## src/rtl/stack_sequencer_pkg.sv

```systemverilog
// Shared constants for the stack sequencer slice.
// Opcode/mode encodings and the default stack size sit behind the CONSTANTS
// include guard so any other file defining the same set stays consistent.
// Optional feature macro used elsewhere in this slice: STACKSEQ_ARITH_EN.
`ifndef CONSTANTS
`define CONSTANTS
`define STACK_SIZE 8
`define OP_NOP   3'd0
`define OP_PUSH  3'd1
`define OP_POP   3'd2
`define OP_DUP   3'd3
`define OP_SWAP  3'd4
`define OP_ADD   3'd5
`define OP_SUB   3'd6
`define OP_CLEAR 3'd7
`define MODE_HOLD 3'd0
`define MODE_PUSH 3'd1
`define MODE_POP  3'd2
`define MODE_LOAD 3'd3
`endif

package stack_sequencer_pkg;

  localparam int STACK_SIZE = `STACK_SIZE;
  localparam int DATA_W     = 4;

  typedef enum logic [2:0] {
    CMD_NOP   = `OP_NOP,
    CMD_PUSH  = `OP_PUSH,
    CMD_POP   = `OP_POP,
    CMD_DUP   = `OP_DUP,
    CMD_SWAP  = `OP_SWAP,
    CMD_ADD   = `OP_ADD,
    CMD_SUB   = `OP_SUB,
    CMD_CLEAR = `OP_CLEAR
  } op_e;

  localparam logic [2:0] MODE_HOLD = `MODE_HOLD;
  localparam logic [2:0] MODE_PUSH = `MODE_PUSH;
  localparam logic [2:0] MODE_POP  = `MODE_POP;
  localparam logic [2:0] MODE_LOAD = `MODE_LOAD;

  typedef enum logic [1:0] {
    IDLE   = 2'd0,
    S_PUSH = 2'd1,
    S_POP  = 2'd2,
    S_LOAD = 2'd3
  } state_e;

endpackage

```

## src/rtl/stack_sequencer_alu.sv

```systemverilog
// stack_alu: 4-bit add/subtract of the two top stack entries.
// Result is s+t or s-t modulo 16; carry is bit 4 of the 5-bit sum or
// difference (a set bit on subtract means a borrow occurred).
// Only built when STACKSEQ_ARITH_EN is defined.
`ifdef STACKSEQ_ARITH_EN
module stack_alu (
  input  logic [3:0] s,
  input  logic [3:0] t,
  input  logic       sub,
  output logic [3:0] result,
  output logic       carry
);

  logic [4:0] wide;

  // Widen by one bit so the carry/borrow falls out of the top bit.
  always_comb begin
    wide = '0;
    if (sub) wide = {1'b0, s} - {1'b0, t};
    else     wide = {1'b0, s} + {1'b0, t};
  end

  assign result = wide[3:0];
  assign carry  = wide[4];

endmodule
`endif

```

## src/rtl/stack_sequencer.sv

```systemverilog
// stack_sequencer: Moore FSM that turns stack commands into a sequence of
// HOLD/PUSH/POP/LOAD steps for an external stack register, tracking the
// logical depth, a sticky error flag and the last arithmetic carry.
// Optional feature: define STACKSEQ_ARITH_EN to enable ADD/SUB; otherwise
// those opcodes are flagged as errors and carry reads 0.
module stack_sequencer
  import stack_sequencer_pkg::*;
#(
  parameter int DEPTH_MAX = STACK_SIZE
) (
  input  logic       clk,
  input  logic       reset,
  input  logic       cmd_valid,
  input  logic [2:0] cmd_op,
  input  logic [3:0] cmd_data,
  output logic       cmd_ready,
  input  logic [3:0] top_word,
  input  logic [3:0] second_word,
  output logic [2:0] stk_mode,
  output logic [3:0] stk_in_word,
  output logic [3:0] depth,
  output logic       err,
  output logic       carry
);

  localparam logic [3:0] DEPTH_TOP = 4'(DEPTH_MAX);

  state_e     state;
  op_e        op_q;
  op_e        op_in;
  logic [3:0] t_q;
  logic [3:0] s_q;
  logic [3:0] res_q;
  logic       carry_q;
  logic       bad;
  logic [3:0] alu_res;
  logic       alu_cy;

  assign op_in     = op_e'(cmd_op);
  assign cmd_ready = (state == IDLE);
  assign carry     = carry_q;

`ifdef STACKSEQ_ARITH_EN
  stack_alu u_alu (
    .s      (second_word),
    .t      (top_word),
    .sub    (op_in == CMD_SUB),
    .result (alu_res),
    .carry  (alu_cy)
  );
`else
  assign alu_res = '0;
  assign alu_cy  = 1'b0;
`endif

  // Decide whether the offered command is illegal at the current depth.
  always_comb begin
    bad = 1'b0;
    case (op_in)
      CMD_PUSH, CMD_DUP: bad = (depth == DEPTH_TOP);
      CMD_POP:           bad = (depth == 4'd0);
      CMD_SWAP:          bad = (depth < 4'd2);
`ifdef STACKSEQ_ARITH_EN
      CMD_ADD, CMD_SUB:  bad = (depth < 4'd2);
`else
      CMD_ADD, CMD_SUB:  bad = 1'b1;
`endif
      default:           bad = 1'b0;
    endcase
  end

  // Sequencer FSM: accept in IDLE, then walk the step list for the latched op.
  always_ff @(posedge clk) begin
    if (reset) begin
      state       <= IDLE;
      op_q        <= CMD_NOP;
      stk_mode    <= MODE_HOLD;
      stk_in_word <= '0;
      depth       <= '0;
      err         <= 1'b0;
      carry_q     <= 1'b0;
    end else begin
      case (state)
        IDLE: begin
          if (cmd_valid) begin
            op_q <= op_in;
            t_q  <= top_word;
            s_q  <= second_word;
            if (op_in == CMD_CLEAR) begin
              depth   <= '0;
              err     <= 1'b0;
              carry_q <= 1'b0;
            end else if (op_in == CMD_NOP) begin
              state <= IDLE;
            end else if (bad) begin
              err <= 1'b1;
            end else begin
              case (op_in)
                CMD_PUSH: begin
                  state       <= S_PUSH;
                  stk_mode    <= MODE_PUSH;
                  stk_in_word <= cmd_data;
                  depth       <= depth + 4'd1;
                end
                CMD_DUP: begin
                  state       <= S_PUSH;
                  stk_mode    <= MODE_PUSH;
                  stk_in_word <= top_word;
                  depth       <= depth + 4'd1;
                end
                CMD_POP: begin
                  state       <= S_POP;
                  stk_mode    <= MODE_POP;
                  stk_in_word <= '0;
                  depth       <= depth - 4'd1;
                end
                CMD_ADD, CMD_SUB: begin
                  state       <= S_POP;
                  stk_mode    <= MODE_POP;
                  stk_in_word <= '0;
                  depth       <= depth - 4'd1;
                  res_q       <= alu_res;
                  carry_q     <= alu_cy;
                end
                CMD_SWAP: begin
                  state       <= S_POP;
                  stk_mode    <= MODE_POP;
                  stk_in_word <= '0;
                end
                default: state <= IDLE;
              endcase
            end
          end
        end
        S_POP: begin
          if (op_q == CMD_ADD || op_q == CMD_SUB) begin
            state       <= S_LOAD;
            stk_mode    <= MODE_LOAD;
            stk_in_word <= res_q;
          end else if (op_q == CMD_SWAP) begin
            state       <= S_LOAD;
            stk_mode    <= MODE_LOAD;
            stk_in_word <= t_q;
          end else begin
            state       <= IDLE;
            stk_mode    <= MODE_HOLD;
            stk_in_word <= '0;
          end
        end
        S_LOAD: begin
          if (op_q == CMD_SWAP) begin
            state       <= S_PUSH;
            stk_mode    <= MODE_PUSH;
            stk_in_word <= s_q;
          end else begin
            state       <= IDLE;
            stk_mode    <= MODE_HOLD;
            stk_in_word <= '0;
          end
        end
        S_PUSH: begin
          state       <= IDLE;
          stk_mode    <= MODE_HOLD;
          stk_in_word <= '0;
        end
        default: begin
          state       <= IDLE;
          stk_mode    <= MODE_HOLD;
          stk_in_word <= '0;
        end
      endcase
    end
  end

endmodule

```

## config.mk

```make
export PLATFORM = sky130hd
export DESIGN_NAME = stack_sequencer
export DESIGN_NICKNAME = d
export VERILOG_FILES = /design/src/rtl/stack_sequencer_pkg.sv /design/src/rtl/stack_sequencer_alu.sv /design/src/rtl/stack_sequencer.sv
export SDC_FILE = /design/constraint.sdc
export NUM_CORES = 1
export LEC_CHECK = 0
export BUFFER_PORTS_ARGS = -buffer_cell sky130_fd_sc_hd__buf_4
export CORE_AREA = 2 2 62 64
export DETAILED_ROUTE_END_ITERATION = 10
export DIE_AREA = 0 0 64 66
export PLACE_DENSITY = 0.68
export SLEW_MARGIN = 40
export SYNTH_ARGS = -nofsm -noshare
export SYNTH_HDL_FRONTEND = slang
export SYNTH_HIERARCHICAL = 1
export SYNTH_SLANG_ARGS = --single-unit
```

## constraint.sdc

```tcl
create_clock -name clk -period 3.71 [get_ports clk]
set_input_delay 0.5565 -clock clk [delete_from_list [all_inputs] [get_ports clk]]
set_output_delay 0.5565 -clock clk [all_outputs]
set_load 0.02 [all_outputs]
```

==> results.toml, run 1 <==
[global_routing]
antenna_found_initial = 0
grt_pass1_vias = 1110
grt_pass1_wl_um = 5257
track_usage_pct = 15.71
overflow = 0
grt_max_degree = 19

[route]
drt_iter0_drc = 52
wirelength_um = 3004
drt-vias-per-instance = 5.230
wl_per_cell_um = 13.84
firstDrtPassIters = 4
ant_nets = 0
drc = 0
vias = 1135

[sta]
setup_violations = 0
finalHoldViolCount = 0
min_period_ns = 2.227
maxSlewHeadroom_pct = 61.60
clock_skew_ns = 0.005105
rsz0062_at_grt = "no"
final.setup.tns_ns = 0
slew_violations = 0
fmax_ghz = 0.4491
post-route-period-util_pct = 60.02
tightest_slew_ns = 0.5739

[finish]
finalInstanceArea_um2 = 1632
layout_common_cells = "buf_4 (29), dfxtp_1 (16), o21ai_0 (12), nand2_1 (12), inv_1 (11)"
fin_cells = 217
area_growth_pct = 20.41
fin_nets = 191
antenna_cells = 0
final_common_cell = "buf_4"
drive_gt1_share_pct = 24.85

[worst_setup_path]
required_ns = 3.93
rrSetupSlack_ns = 1.54
rr_worst_depth = 5
worstSetupEndpointType = "flip-flop"
cp.depth = 10
startpoint_type = "input port"
max_stage_delay_ns = 0.30
arrival_ns = 2.45
crit_family = "compound AO/OA/AOI/OAI gates"
crit_type = "input port to flip-flop"
cp_num_buf_inv = 2
cp_cell_sequence = "buf_4 -> nor2b_1 -> a21oi_1 -> inv_1 -> ha_1 -> a21o_1 -> a21oi_1 -> xor2_1 -> o21ai_0 -> a21o_1"
cp_max_fo = 18
worst_r2r_startpoint = "state[0]"
critPathSlowestCell = "a21oi_1"
r2r_end = "depth[3]"

[outcome]
status = "completed"

[run]
max-cap-violations = 0

[cts]
cts_tree = "yes"
cts.clk_slew.worst_paths_ns = 0.13
htreeDepth = 1
cts_hold_buf = 0
cts_resized = 0
cts_made_buffers = 3
clockRootBuffer = "clkbuf_4"
cts.sinks = 24
ctsLongestPathBuffers = 2
post-cts-setup-buffers = 0
clk_latency_ns = 0.32

[die]
die_h_um = 66
die-area_um2 = 4224
core-area_um2 = 3551
row_count = 22
initial_core_util_pct = 38.16
pin_count = 32
die_w_um = 64

[synthesis]
ys.flop_type = "dfxtp_1"
ys_warn_count = 6
synth_cell_type_count = 41
syn_area_um2 = 1355
synth_edf_count = 8
syn_area_per_cell_um2 = 9.410
ys_seq_area_share_pct = 41.37
synth-seq-cells = 24
synthCells = 144
async_reset_ff_share_pct = 0

[min_path]
hold_path_class = "input port to flip-flop"
worstHoldStart = "second_word[3]"
min_path_cells = 1
hold_end = "s_q[3]"

[placement]
port-buffer-count = 29
dp_hpwl_um = 2324
gp_congestion = 0.8155
placed_area_um2 = 1579
dp.cells = 213

[power]
p_leak_nw = 0.6738
irDropWorstVdd_uv = 239.3
power_mw = 0.6183
power.density_nw_per_um2 = 379.0
==> cell usage after synthesis, types with 4 or more instances <==
library cell | number | area (um2)
edfxtp_1 | 8 | 240.2
nor2_1 | 9 | 33.78
o21ai_0 | 12 | 60.06
a221oi_1 | 7 | 61.31
mux2_2 | 4 | 45.04
inv_1 | 11 | 41.29
nor3_1 | 4 | 20.02
a21oi_1 | 6 | 30.03
nand2_1 | 12 | 45.04
mux2i_1 | 7 | 70.07
dfxtp_1 | 16 | 320.3
==> power by group <==
part           internal, mW  total (mW)  switching (mW)
clock                 0.109       0.189          0.0795
combinational        0.0577       0.128          0.0706
sequential            0.289       0.301          0.0121
==> cells by family after synthesis <==
logic type / after synthesis / share of synthesized area (%)
mux: 11 / 8.495
compound gates: 40 / 20.04
simple gates: 42 / 17.27
xor+xnor: 3 / 1.939
flops: 24 / 41.37
fa+ha+maj: 3 / 3.324
other cells: 1 / 0.2767
buf+inv: 20 / 7.293
==> area by class of cell <==
| cell class | instances | area [um2] |
|---|---|---|
| repair buffers | 29 | 217.7 |
| fillers | 352 | 1919 |
| clock buffers | 3 | 22.52 |
| inverters | 11 | 41.29 |
| flip-flops and latches | 24 | 560.5 |
| well taps | 48 | 60.06 |
| clock inverters | 1 | 30.03 |
| multi-input cells | 101 | 699.4 |
==> how the worst max path moves through the flow <==
stage | from | end | slack (ns)
after floorplan | cmd_op[2] | depth[3] | 1.36
after global placement | cmd_op[2] | depth[3] | 1.28
after detailed placement | cmd_op[2] | depth[3] | 1.13
after CTS | cmd_op[2] | depth[3] | 1.48
after global routing | cmd_op[2] | depth[3] | 1.38
final | cmd_op[2] | depth[3] | 1.48
==> stage by stage <==
stage | hold WS (ns) | worst slack (ns) | utilization, %
final | 0.4039 | 1.483 | 45.95
after CTS | 0.3989 | 1.476 | 45.95
after floorplan | 0.4863 | 1.357 | -
after global routing | 0.3856 | 1.377 | 45.95
after detailed placement | 0.4708 | 1.130 | 44.47
after global placement | 0.4614 | 1.281 | 44.47
==> state kept, by name, summed over array words and instances, names as in the netlist <==
name         flops
stk_mode         2
state            2
s_q              4
err              1
t_q              4
stk_in_word      4
op_q             3
depth            4
==> routing by layer <==
layer	up-vias	part of all wire, %	wire [um]	GRT usage, %
met5	-	0	0	0
li1	568	-	-	-
met1	529	46	1374	19.85
met4	0	0.97	29	2.989
met2	34	48	1430	27.60
met3	4	5.7	170	3.407
Note: power is estimated with default switching activity, not from simulation.
==> run 2, diff against run 1 <==
==> constraint.sdc (replaced) <==
create_clock -name clk -period 2.1 [get_ports clk]
set_input_delay 0.315 -clock clk [delete_from_list [all_inputs] [get_ports clk]]
set_output_delay 0.315 -clock clk [all_outputs]
set_load 0.02 [all_outputs]
==> run 2 against run 1 <==
Effect of this change:
- register-to-register slack got worse by 1.4 ns
- clock skew fell by 0.0027 ns
- global-route usage rose by 0.91 points
- cell area rose by 2.3%
- sequential share of layout area fell by 0.77 points
- first-iteration DRC count is 1.9% higher
- worst hold slack worse by 0.23 ns
- non-clock buffer count increased by 8
==> results.toml, run 2 (synthesized netlist as in run 1, its figures left out) <==
[power]
comb_power_share_pct = 24.7
seq_power_share_pct = 54.0
power_mw = 0.9824
swShare_pct = 29.27
power.density_nw_per_um2 = 588.6
p_sw_mw = 0.2876
clock_power_share_pct = 21.3
irDropWorstVdd_uv = 311.4
p_leak_nw = 0.7000
p_int_mw = 0.6948

[finish]
final_common_cell = "buf_4"
fillers = 347
area_growth_pct = 23.18
fin_util_pct = 47.00
drive_gt1_share_pct = 28.25
finalInstanceArea_um2 = 1669
layout_common_cells = "buf_4 (37), dfxtp_1 (16), o21ai_0 (12), nand2_1 (12), inv_1 (11)"
fin_nets = 199
antenna_cells = 0

[run]
max-cap-violations = 0

[worst_setup_path]
arrival_ns = 2.19
startpoint_type = "flip-flop"
required_ns = 2.32
crit_type = "flip-flop to flip-flop"
cp_max_fo = 5
worstSetupEndpointType = "flip-flop"

[die]
initial_core_util_pct = 38.16
die-area_um2 = 4224
die_w_um = 64
die_h_um = 66
pin_count = 32
row_count = 22
core-area_um2 = 3551

[sta]
maxSlewHeadroom_pct = 61.21
setup_violations = 0
post-route-period-util_pct = 93.44
finalHoldViolCount = 0
fmax_ghz = 0.5096
clock_skew_ns = 0.002366
rsz0062_at_grt = "no"
tightest_slew_ns = 0.5672
min_period_ns = 1.962
slew_violations = 0
setup_ws_ns = 0.1377

[global_routing]
grt_pass1_vias = 1147
overflow = 0
antenna_found_initial = 0
grt_pass1_wl_um = 5492
grt_max_degree = 18
track_usage_pct = 16.62

[placement]
place_ws_ns = -0.01121
dp_hpwl_um = 2398
placed_area_um2 = 1643
gp_congestion = 0.8198
port-buffer-count = 29

[route]
drt-vias-per-instance = 5.218
dr_wl_met2_um = 1561
drc = 0
firstDrtPassIters = 4
wl_per_cell_um = 13.76
vias = 1174
ant_nets = 0
wirelength_um = 3095
drt_iter0_drc = 53
met3_length_um = 154
drt-met1-wl_um = 1351
topRoutingLayerUsed = "met4"

[cts]
cts_made_buffers = 3
htreeDepth = 1
cts.sinks = 24
cts_resized = 0
cts_tree = "yes"
cts.clk_slew.worst_paths_ns = 0.13
cts_hold_buf = 0
clockRootBuffer = "clkbuf_4"
ctsLongestPathBuffers = 2
clk_latency_ns = 0.31
post-cts-setup-buffers = 0

[outcome]
status = "completed"

[min_path]
hold_path_class = "input port to flip-flop"
run 2: cell types whose count changed in the layout (fill, tap and decap cells not counted):
cell / delta
buf_4: +8
a21oi_1: -1
a21oi_2: +1
clkinv_1: +1
bufinv_16: -1
run 2: metrics by stage:
stage               instances  hold WS [ns]  TNS [ns]
floorplan                 145        0.4050         0
global placement          221        0.4584         0
detailed placement        221        0.4686  -0.01121
CTS                       225        0.1661         0
global route              225        0.1489         0
finish                    225        0.1696         0
run 2: layer usage:
metal / up-vias / track usage, %
li1: 583 / -
met1: 561 / 21.50
met2: 28 / 28.39
met3: 2 / 1.704
met4: 0 / 6.522
met5: - / 0
run 2: cell type report:
| type | instances | area [um2] | share of cell area [%] |
|---|---|---|---|
| multi-input combinational | 101 | 703.2 | 42.13 |
| inverter | 11 | 41.29 | 2.474 |
| timing repair buffer | 37 | 277.8 | 16.64 |
| clock buffer | 3 | 22.52 | 1.349 |
| sequential | 24 | 560.5 | 33.58 |
| tap | 48 | 60.06 | 3.598 |
| clock inverter | 1 | 3.754 | 0.2249 |
run 2: worst max-delay path: stages, from the launching register on:
cell and delay (ns):
dfxtp_1 0.38, or3b_1 0.50, a2111oi_0 0.50, a311o_1 0.24, o21ai_0 0.09, a21o_1 0.18
run 2: path summary, 6_finish.rpt:
path / from / slack (ns) / to / cells past startpoint
max reg2reg: state[1] / 0.14 / depth[3] / 5
max: state[1] / 0.14 / depth[3] / 5
min reg2reg: stk_mode[0] / 0.49 / stk_mode[0] / 2
min: second_word[3] / 0.17 / s_q[3] / 1
run 2: power by group through the flow:
stage | clock (mW) | sequential (mW) | combinational [mW]
after floorplan | 0 | 0.558 | 0.132
after global placement | 0 | 0.540 | 0.238
after detailed placement | 0 | 0.542 | 0.243
after CTS | 0.212 | 0.531 | 0.244
after global routing | 0.234 | 0.536 | 0.267
final | 0.209 | 0.531 | 0.243
